<file path="src/rtl/mc_ctrl_pkg.sv">
// Shared encodings for the multicycle MIPS controller: states, opcodes, functs,
// ALU control codes and datapath select codes.
package mc_ctrl_pkg;

    localparam int STATE_W   = 4;
    localparam int ALUCTRL_W = 3;

    typedef enum logic [STATE_W-1:0] {
        S_FETCH   = 4'd0,
        S_DECODE  = 4'd1,
        S_MEMADR  = 4'd2,
        S_MEMRD   = 4'd3,
        S_MEMWB   = 4'd4,
        S_MEMWR   = 4'd5,
        S_EXECUTE = 4'd6,
        S_ALUWB   = 4'd7,
        S_BRANCH  = 4'd8,
        S_ADDIEX  = 4'd9,
        S_ADDIWB  = 4'd10,
        S_JUMP    = 4'd11
    } state_t;

    localparam logic [5:0] OP_RTYPE = 6'b000000;
    localparam logic [5:0] OP_LW    = 6'b100011;
    localparam logic [5:0] OP_SW    = 6'b101011;
    localparam logic [5:0] OP_BEQ   = 6'b000100;
    localparam logic [5:0] OP_BNE   = 6'b000101;
    localparam logic [5:0] OP_ADDI  = 6'b001000;
    localparam logic [5:0] OP_J     = 6'b000010;

    localparam logic [5:0] FN_ADD = 6'b100000;
    localparam logic [5:0] FN_SUB = 6'b100010;
    localparam logic [5:0] FN_AND = 6'b100100;
    localparam logic [5:0] FN_OR  = 6'b100101;
    localparam logic [5:0] FN_SLT = 6'b101010;

    localparam logic [ALUCTRL_W-1:0] ALU_ADD = 3'b010;
    localparam logic [ALUCTRL_W-1:0] ALU_SUB = 3'b110;
    localparam logic [ALUCTRL_W-1:0] ALU_AND = 3'b000;
    localparam logic [ALUCTRL_W-1:0] ALU_OR  = 3'b001;
    localparam logic [ALUCTRL_W-1:0] ALU_SLT = 3'b111;

    typedef enum logic [1:0] {
        ALUOP_ADD   = 2'b00,
        ALUOP_SUB   = 2'b01,
        ALUOP_FUNCT = 2'b10
    } aluop_t;

    localparam logic [1:0] SRCB_B      = 2'b00;
    localparam logic [1:0] SRCB_FOUR   = 2'b01;
    localparam logic [1:0] SRCB_IMM    = 2'b10;
    localparam logic [1:0] SRCB_IMM_SH = 2'b11;

    localparam logic [1:0] PCSRC_ALU    = 2'b00;
    localparam logic [1:0] PCSRC_ALUOUT = 2'b01;
    localparam logic [1:0] PCSRC_JUMP   = 2'b10;

endpackage

</file>
<file path="src/rtl/multicycle_control_if.sv">
// Control bus between the multicycle controller (master) and the datapath (slave).
// The controller only produces outputs; it never stalls on the datapath, so there is no handshake.
interface multicycle_control_if;
    import mc_ctrl_pkg::*;

    logic [5:0]           opcode;
    logic [5:0]           funct;
    logic                 zero;
    logic                 PCEn;
    logic                 IorD;
    logic                 MemWrite;
    logic                 IRWrite;
    logic                 RegDst;
    logic                 MemtoReg;
    logic                 RegWrite;
    logic                 ALUSrcA;
    logic [1:0]           ALUSrcB;
    logic [ALUCTRL_W-1:0] ALUControl;
    logic [1:0]           PCSrc;
    logic                 instr_done;
    logic                 illegal_op;
    state_t               state;

    modport master (
        input  opcode, funct, zero,
        output PCEn, IorD, MemWrite, IRWrite, RegDst, MemtoReg, RegWrite,
               ALUSrcA, ALUSrcB, ALUControl, PCSrc, instr_done, illegal_op, state
    );

    modport slave (
        output opcode, funct, zero,
        input  PCEn, IorD, MemWrite, IRWrite, RegDst, MemtoReg, RegWrite,
               ALUSrcA, ALUSrcB, ALUControl, PCSrc, instr_done, illegal_op, state
    );

endinterface

</file>
<file path="src/rtl/mc_alu_decoder.sv">
// Combinational ALU decoder: aluop selects add, sub, or the R-type funct mapping.
module mc_alu_decoder
    import mc_ctrl_pkg::*;
(
    input  aluop_t               aluop,
    input  logic [5:0]           funct,
    output logic [ALUCTRL_W-1:0] alu_control
);

    always_comb begin
        alu_control = ALU_ADD;
        case (aluop)
            ALUOP_SUB: alu_control = ALU_SUB;
            ALUOP_FUNCT: begin
                // Unknown functs fall back to add without flagging anything.
                case (funct)
                    FN_SUB:  alu_control = ALU_SUB;
                    FN_AND:  alu_control = ALU_AND;
                    FN_OR:   alu_control = ALU_OR;
                    FN_SLT:  alu_control = ALU_SLT;
                    default: alu_control = ALU_ADD;
                endcase
            end
            default: alu_control = ALU_ADD;
        endcase
    end

endmodule

</file>
<file path="src/rtl/multicycle_control.sv">
// Moore controller FSM for the multicycle MIPS datapath. Define CTRL_BNE_EN to add bne
// (opcode 000101) as a branch on not-equal; otherwise that opcode is illegal.
module multicycle_control
    import mc_ctrl_pkg::*;
(
    input  logic                 clk,
    input  logic                 rst_n,
    multicycle_control_if.master bus
);

    state_t state, state_next, state_eff, decode_target;
    aluop_t aluop;
    logic   pc_write, branch, is_bne;
    logic   iord, mem_write, ir_write, reg_dst, mem_to_reg, reg_write, alu_src_a;
    logic   done, illegal;
    logic [1:0] alu_src_b, pc_src;

    always_ff @(posedge clk) begin
        if (!rst_n) state <= S_FETCH;
        else        state <= state_next;
    end

    always_comb begin
        decode_target = S_FETCH;
        is_bne        = 1'b0;
        case (bus.opcode)
            OP_LW, OP_SW: decode_target = S_MEMADR;
            OP_RTYPE:     decode_target = S_EXECUTE;
            OP_BEQ:       decode_target = S_BRANCH;
            OP_ADDI:      decode_target = S_ADDIEX;
            OP_J:         decode_target = S_JUMP;
`ifdef CTRL_BNE_EN
            OP_BNE: begin
                decode_target = S_BRANCH;
                is_bne        = 1'b1;
            end
`endif
            default:      decode_target = S_FETCH;
        endcase
    end

    always_comb begin
        state_next = S_FETCH;
        case (state)
            S_FETCH:   state_next = S_DECODE;
            S_DECODE:  state_next = decode_target;
            S_MEMADR:  state_next = (bus.opcode == OP_SW) ? S_MEMWR : S_MEMRD;
            S_MEMRD:   state_next = S_MEMWB;
            S_EXECUTE: state_next = S_ALUWB;
            S_ADDIEX:  state_next = S_ADDIWB;
            default:   state_next = S_FETCH;
        endcase
    end

    // While in reset the selects show the FETCH decode; enables are masked below.
    assign state_eff = rst_n ? state : S_FETCH;

    always_comb begin
        pc_write   = 1'b0;
        branch     = 1'b0;
        iord       = 1'b0;
        mem_write  = 1'b0;
        ir_write   = 1'b0;
        reg_dst    = 1'b0;
        mem_to_reg = 1'b0;
        reg_write  = 1'b0;
        alu_src_a  = 1'b0;
        alu_src_b  = SRCB_B;
        aluop      = ALUOP_ADD;
        pc_src     = PCSRC_ALU;
        done       = 1'b0;
        illegal    = 1'b0;
        case (state_eff)
            S_FETCH: begin
                ir_write  = 1'b1;
                alu_src_b = SRCB_FOUR;
                pc_write  = 1'b1;
            end
            S_DECODE: begin
                alu_src_b = SRCB_IMM_SH;
                illegal   = (decode_target == S_FETCH);
            end
            S_MEMADR: begin
                alu_src_a = 1'b1;
                alu_src_b = SRCB_IMM;
            end
            S_MEMRD:  iord = 1'b1;
            S_MEMWB: begin
                mem_to_reg = 1'b1;
                reg_write  = 1'b1;
                done       = 1'b1;
            end
            S_MEMWR: begin
                iord      = 1'b1;
                mem_write = 1'b1;
                done      = 1'b1;
            end
            S_EXECUTE: begin
                alu_src_a = 1'b1;
                aluop     = ALUOP_FUNCT;
            end
            S_ALUWB: begin
                reg_dst   = 1'b1;
                reg_write = 1'b1;
                done      = 1'b1;
            end
            S_BRANCH: begin
                alu_src_a = 1'b1;
                aluop     = ALUOP_SUB;
                pc_src    = PCSRC_ALUOUT;
                branch    = 1'b1;
                done      = 1'b1;
            end
            S_ADDIEX: begin
                alu_src_a = 1'b1;
                alu_src_b = SRCB_IMM;
            end
            S_ADDIWB: begin
                reg_write = 1'b1;
                done      = 1'b1;
            end
            S_JUMP: begin
                pc_src   = PCSRC_JUMP;
                pc_write = 1'b1;
                done     = 1'b1;
            end
            default: ;
        endcase
    end

    mc_alu_decoder u_alu_dec (
        .aluop       (aluop),
        .funct       (bus.funct),
        .alu_control (bus.ALUControl)
    );

    // bne reuses BRANCH; only the zero polarity differs.
    assign bus.PCEn       = rst_n & (pc_write | (branch & (bus.zero ^ is_bne)));
    assign bus.IorD       = iord;
    assign bus.MemWrite   = rst_n & mem_write;
    assign bus.IRWrite    = rst_n & ir_write;
    assign bus.RegDst     = reg_dst;
    assign bus.MemtoReg   = mem_to_reg;
    assign bus.RegWrite   = rst_n & reg_write;
    assign bus.ALUSrcA    = alu_src_a;
    assign bus.ALUSrcB    = alu_src_b;
    assign bus.PCSrc      = pc_src;
    assign bus.instr_done = rst_n & done;
    assign bus.illegal_op = rst_n & illegal;
    assign bus.state      = state;

endmodule

</file>
<file path="src/flat_wrapper.sv">
// flat-port wrapper written by rule: the top's interface ports become plain ports
module multicycle_control_flat import mc_ctrl_pkg::*;
  (clk, rst_n, bus_opcode, bus_funct, bus_zero, bus_PCEn, bus_IorD, bus_MemWrite, bus_IRWrite, bus_RegDst, bus_MemtoReg, bus_RegWrite, bus_ALUSrcA, bus_ALUSrcB, bus_ALUControl, bus_PCSrc, bus_instr_done, bus_illegal_op, bus_state);
  multicycle_control_if bus_i ();
  input  logic clk;
  input  logic rst_n;
  input wire logic [$bits(bus_i.opcode)-1:0] bus_opcode;
  input wire logic [$bits(bus_i.funct)-1:0] bus_funct;
  input wire logic [$bits(bus_i.zero)-1:0] bus_zero;
  output wire logic [$bits(bus_i.PCEn)-1:0] bus_PCEn;
  output wire logic [$bits(bus_i.IorD)-1:0] bus_IorD;
  output wire logic [$bits(bus_i.MemWrite)-1:0] bus_MemWrite;
  output wire logic [$bits(bus_i.IRWrite)-1:0] bus_IRWrite;
  output wire logic [$bits(bus_i.RegDst)-1:0] bus_RegDst;
  output wire logic [$bits(bus_i.MemtoReg)-1:0] bus_MemtoReg;
  output wire logic [$bits(bus_i.RegWrite)-1:0] bus_RegWrite;
  output wire logic [$bits(bus_i.ALUSrcA)-1:0] bus_ALUSrcA;
  output wire logic [$bits(bus_i.ALUSrcB)-1:0] bus_ALUSrcB;
  output wire logic [$bits(bus_i.ALUControl)-1:0] bus_ALUControl;
  output wire logic [$bits(bus_i.PCSrc)-1:0] bus_PCSrc;
  output wire logic [$bits(bus_i.instr_done)-1:0] bus_instr_done;
  output wire logic [$bits(bus_i.illegal_op)-1:0] bus_illegal_op;
  output wire logic [$bits(bus_i.state)-1:0] bus_state;
  assign bus_i.opcode = bus_opcode;
  assign bus_i.funct = bus_funct;
  assign bus_i.zero = bus_zero;
  assign bus_PCEn = bus_i.PCEn;
  assign bus_IorD = bus_i.IorD;
  assign bus_MemWrite = bus_i.MemWrite;
  assign bus_IRWrite = bus_i.IRWrite;
  assign bus_RegDst = bus_i.RegDst;
  assign bus_MemtoReg = bus_i.MemtoReg;
  assign bus_RegWrite = bus_i.RegWrite;
  assign bus_ALUSrcA = bus_i.ALUSrcA;
  assign bus_ALUSrcB = bus_i.ALUSrcB;
  assign bus_ALUControl = bus_i.ALUControl;
  assign bus_PCSrc = bus_i.PCSrc;
  assign bus_instr_done = bus_i.instr_done;
  assign bus_illegal_op = bus_i.illegal_op;
  assign bus_state = bus_i.state;
  multicycle_control u_core (.clk(clk), .rst_n(rst_n), .bus(bus_i));
endmodule
</file>
<file path="config.mk">
export PLATFORM = sky130hd
export DESIGN_NAME = multicycle_control_flat
export DESIGN_NICKNAME = d
export VERILOG_FILES = /design/src/rtl/mc_ctrl_pkg.sv /design/src/rtl/multicycle_control_if.sv /design/src/rtl/mc_alu_decoder.sv /design/src/rtl/multicycle_control.sv /design/src/flat_wrapper.sv
export SDC_FILE = /design/constraint.sdc
export NUM_CORES = 1
export LEC_CHECK = 0
export CORE_MARGIN = 1.5
export CORE_UTILIZATION = 40
export DETAILED_ROUTE_END_ITERATION = 6
export PLACE_DENSITY = 0.84
export SYNTH_ARGS = -nofsm -noshare
export SYNTH_HDL_FRONTEND = slang
export SYNTH_SLANG_ARGS = --single-unit
</file>
<file path="constraint.sdc">
create_clock -name clk -period 4.7 [get_ports clk]
set_input_delay 0.94 -clock clk [delete_from_list [all_inputs] [get_ports clk]]
set_output_delay 0.94 -clock clk [all_outputs]
set_load 0.005 [all_outputs]
</file>
Word-level counts from Yosys, hierarchy flattened
Index checks and enable logic that the tools add are counted.
W data, S select, Z words.
{"block": "op_classes", "muxes": 20, "bitwise_logic": 8, "eq_ne": 27, "reduce_logical": 11}
{"cell": "$eq A6 B6 Y1 const B", "count": 6}
{"cell": "$pmux W4 S6", "count": 1}
{"cell": "$eq A4 B3 Y1 const B", "count": 5}
{"cell": "$eq A4 B4 Y1 const B", "count": 5}
{"cell": "$pmux W4 S5", "count": 1}
{"cell": "$eq A4 B2 Y1 const B", "count": 4}
{"cell": "$logic_not A4 Y1", "count": 3}
{"cell": "$pmux W3 S4", "count": 1}
{"cell": "$mux W1", "count": 11}
{"cell": "$eq A4 B1 Y1 const B", "count": 2}
{"cell": "$pmux W2 S2", "count": 2}
{"cell": "$reduce_or A2 Y1", "count": 4}
{"cell": "$and A1 B1 Y1", "count": 7}
{"cell": "$eq A6 B2 Y1 const B", "count": 1}
{"cell": "$eq A6 B3 Y1 const B", "count": 1}
{"cell": "$eq A6 B4 Y1 const B", "count": 1}
{"cell": "$logic_not A6 Y1", "count": 1}
{"cell": "$pmux W2 S3", "count": 1}
{"cell": "$pmux W3 S2", "count": 1}
{"cell": "$reduce_or A6 Y1", "count": 1}
{"cell": "$mux W4", "count": 1}
{"cell": "$reduce_or A4 Y1", "count": 1}
{"cell": "$mux W3", "count": 1}
{"cell": "$reduce_or A3 Y1", "count": 1}
{"cell": "3 further kinds", "count": 3}
{"block": "word_totals", "in_bits": 15, "output_inout_bits": 21, "reg_bits": 4, "elab_cells": 67}

Logic depth before layout (Yosys ltp)
{"block": "logic_depth", "ltp_word": 6, "ltp_mapped": 7, "depth_no_buf": 6}

Modules after synthesis
Synthesis repeated with hierarchy kept, for this count alone.
{"block": "unflattened", "cells_unflattened": 89, "area_unflattened_um2": 604.3}
{"module": "multicycle_control", "n_inst": 1, "cells_each": 74, "area_each_um2": 485.5, "seq_area_each_um2": 80.1}
{"module": "mc_alu_decoder", "n_inst": 1, "cells_each": 15, "area_each_um2": 118.9, "seq_area_each_um2": 0.0}

Least setup slack after synthesis
OpenSTA, ideal clock, no wires.
{"block": "synth_path", "path_type": "input -> output", "from": "input rst_n", "to": "output bus_ALUControl[2]", "path_slack_ps": 1897, "required_time_ps": 3760, "arrival_time_ps": 1863, "n_path_buf": 0, "cell_stages": 6, "path_cell_list": "and2b_1 and3_4 inv_1 ha_1 and4b_1 o21a_1"}
{"block": "synth_between", "elab_chain_cells": 5, "elab_cells_between_ends": 7, "classes_between": "eq/ne: 4; mux: 3"}
{"element": "start: declaration", "line_no": "flat_wrapper.sv:6", "text": "input logic rst_n;"}
{"element": "$mux W4 (*)", "line_no": "multicycle_control.sv:56", "text": "assign state_eff = rst_n ? state : S_FETCH;"}
{"element": "$eq A4 B4 Y1 / $eq A4 B3 Y1 (equally long branches)", "line_no": "multicycle_control.sv:73", "text": "case (state_eff)"}
{"element": "$pmux W2 S2 (*)", "line_no": "multicycle_control.sv:73"}
{"element": "$eq A2 B2 Y1 / $eq A2 B1 Y1 (equally long branches)", "line_no": "mc_alu_decoder.sv:12", "text": "case (aluop)"}
{"element": "$pmux W3 S2 (*)", "line_no": "mc_alu_decoder.sv:12"}
{"element": "end: declaration", "line_no": "flat_wrapper.sv:19", "text": "output wire logic [$bits(bus_i.ALUControl)-1:0] bus_ALUControl;"}
Mark *: on every way between the ends. The rest lies on a longest branch, timed or not.

Worst setup path after layout
Same ends and word-level chain as after synthesis.

==> run metrics <==
worst hold path stage count=2; Synth Area in XOR/XNOR=0.0570; Post-Route WL=between 1500 and 2000 um; largest cells by area after synthesis=dfxtp_1, ha_1, nor3_1, buf_6, xor2_1; Post-synth EDFFs=0; Resize count post-CTS=0; overall global routing resource usage=0.212; CTS tree=done; crit end category=primary output; Final ANT Viol Nets=0; Min-Delay Endpoint=u_core.bus.state[1]; routability-driven placement congestion ratio=0.760; DRC=0; kind of critical path=in -> out; Clk Latency, worst-skew pair=roughly 0.24 ns; compound-cell area share of the yosys netlist=0.230; DR pass1 iterations=4; worst clock skew=0.00237 ns; post-synthesis cell area=614 sq um; Reg area=80.1 sq um; layout cell share with drive strength beyond 1=0.0603; hold wc startpoint=u_core.bus.state[0]; r2r endpoint=u_core.bus.state[1]; slowest stage cell, crit path=clkdlybuf4s50_1; port bufs=35; diodes inserted=0; highest clock rate=255 MHz; most frequent cell after synthesis=nor3_1; hold_buf cts=0; FF+latch count, synth=4; grt total ovfl=0; Async S/R FF share, synth=0; DR iter-0 viols=20; Die Ht=42.2 um; Reg2Reg Setup Slack=3.26 ns; area of the multi-input gates=473 sq um; fin crit share=0.835; RSZ-0062 raised after global routing=no; vias=764; Seq/Total Area, Yosys=0.130; Via density=5.83; most instantiated cells after synthesis=nor3_1, nor2_1, nand2_1, o21ai_0; CP peak stage delay=0.59 ns; io pins=36; Distinct cells, synth=37; max-cap violation count=0; # rows=13; Finish-stage setup viols=0; postcts setup bufs=0; Max VDD drop=87.3 uV; maximum clock insertion buffer count=2; worst-path cell chain=clkdlybuf4s50_1 -> and2b_1 -> and3_4 -> inv_1 -> ha_1 -> and4b_1 -> o21a_1 -> clkdlybuf4s50_1; Synth Area in Adders=0.0611; Syn Inst Count=83; worst slew pin tran=0.493 ns; PnR worst setup slack=slightly below 0.8 ns; Max H-tree Level=1; Post-DP HPWL=1330 um; top cell type's share of synthesized area=0.130; simple-gate area share of the yosys netlist=0.422; Hold Vio Cnt, Final=0; Synth Net Count=101; Worst Path Max Fanout=8; power density over the cells=129 nW/um^2; clk sink count=4; Core ar.=about 1400 sq um; critical path startpoint category=input port; synth warn=0; Max-slew headroom=0.671; # fillers=124; Data required, critical path=3.76 ns; clock slew at reported path FFs=approximately 0.040 ns; max reg flops=4; Largest regs=u_core.bus.state x4; Layout area overhead=56.2%; Num CTS Buffers=3; Final Net Count=136; Initial Util=0.450; main combinational cell family by area after synthesis=simple AND/OR/NAND/NOR gates; CP arrival=2.99 ns; Synth area leader=dfxtp_1; pin count of the biggest net entering global routing=15; first-pass GRT wire length=approximately 3000 um; Buf/Inv on CP=3; vias in the first global route=approximately 700; status=complete, no violations; CP top delay family=buffers and inverters; RR Startpoint=u_core.bus.state[1]; Final TNS setup=0 ns; synthesized area per cell=7.40 sq um; fin crit period=3.93 ns; die area=1780 sq um; Top FF cell, synth=dfxtp_1; post-synthesis mux area share=0; root buffer cell=clkbuf_4; Lkg Pwr=0.000353 uW; Max Slew Vio Count=0; Hold Path Class=reg -> reg; Wirelength per Cell=between 10 and 15 um; Reg with most FFs=u_core.bus.state; Place WS=0.769 ns; reg2reg path depth=4; CP most frequent cell=clkdlybuf4s50_1; DIE WIDTH=42.2 um; initial antenna violation count=0
## worst max-delay path by stage
stage	endpoint	startpoint	cells past startpoint
floorplan	bus_ALUControl[2]	rst_n	6
global placement	bus_ALUControl[2]	rst_n	8
detailed placement	bus_ALUControl[2]	rst_n	8
CTS	bus_ALUControl[2]	rst_n	8
global route	bus_ALUControl[2]	rst_n	8
finish	bus_ALUControl[2]	rst_n	8
## power breakdown
| group | internal [uW] | switching [uW] |
|---|---|---|
| clock network | 28.6 | 15.3 |
| logic | 25.3 | 16.1 |
| registers | 35.2 | 3.42 |
| total | 89.1 | 34.8 |
## cells by family (layout without fill, tap and decap cells)
group | count (synthesis) | in the layout
AO/OA/AOI/OAI | 20 | 20
XOR/XNOR | 4 | 4
adder cells (fa/ha/maj) | 3 | 3
buffers and inverters | 9 | 42
flip-flops | 4 | 4
AND/OR/NAND/NOR | 43 | 43
## cell usage in the layout, fill, tap and decap left out
| master | synthesis | layout |
|---|---|---|
| clkdlybuf4s50_1 | 0 | 35 |
| nor3_1 | 7 | 7 |
| nor2_1 | 6 | 6 |
| nand2_1 | 5 | 5 |
| o21ai_0 | 5 | 5 |
| inv_1 | 4 | 4 |
| dfxtp_1 | 4 | 4 |
| nand3_1 | 3 | 3 |
| nand3b_1 | 3 | 3 |
| o21a_1 | 3 | 3 |
| xor2_1 | 3 | 3 |
| a21oi_1 | 3 | 3 |
| ha_1 | 3 | 3 |
| clkbuf_4 | 0 | 3 |
| and2b_1 | 2 | 2 |
| nor2b_1 | 2 | 2 |
| nor3b_1 | 2 | 2 |
| nor4bb_1 | 2 | 2 |
| nand2b_1 | 2 | 2 |
| and2_1 | 2 | 2 |
| o211ai_1 | 2 | 2 |
| nor2_2 | 1 | 1 |
| and3_4 | 1 | 1 |
| a22oi_1 | 1 | 1 |
| and4b_1 | 1 | 1 |
| or2b_1 | 1 | 1 |
| a211o_1 | 1 | 1 |
| o32ai_1 | 1 | 1 |
| or4_1 | 1 | 1 |
| and3_1 | 1 | 1 |
| xnor2_1 | 1 | 1 |
| a2111oi_0 | 1 | 1 |
| a31o_2 | 1 | 1 |
| a31oi_1 | 1 | 1 |
| a2111oi_2 | 1 | 1 |
| and3b_1 | 1 | 1 |
## tightest hold or removal path, cell delays in order, from the launching register on
cell,delay [ns]
dfxtp_1,0.42
o211ai_1,0.14
a21oi_1,0.07
## metal layers
| metal | global-route usage | wire length [um] | up-vias |
|---|---|---|---|
| li1 | - | - | 371 |
| met1 | 0.256 | 755 | 352 |
| met2 | 0.357 | 818 | 35 |
| met4 | 0.113 | 39 | 0 |
| met5 | 0 | 0 | - |
| met3 | 0.0302 | 140 | 6 |
## per-stage QoR
| step | cell area (sq um) | hold slack [ns] | power [uW] | utilization | std cells |
|---|---|---|---|---|---|
| 2_1_floorplan | 614 | 0.591 | 57.0 | - | 83 |
| 3_3_place_gp | 937 | 0.662 | 79.0 | 0.686 | 128 |
| 3_5_place_dp | 937 | 0.672 | 80.0 | 0.686 | 128 |
| 4_1_cts | 960 | 0.682 | 124 | 0.702 | 131 |
| 5_1_grt | 960 | 0.743 | 131 | 0.702 | 131 |
| 6_report | 960 | 0.684 | 124 | 0.702 | 131 |
## final cells by class
class | instances | area share
Timing Repair Buffer | 35 | 0.365
Multi-Input combinational cell | 70 | 0.493
Tap cell | 15 | 0.0196
Clock buffer | 3 | 0.0235
Sequential cell | 4 | 0.0834
Inverter | 4 | 0.0156
Note: power is estimated with default switching activity, not from simulation.
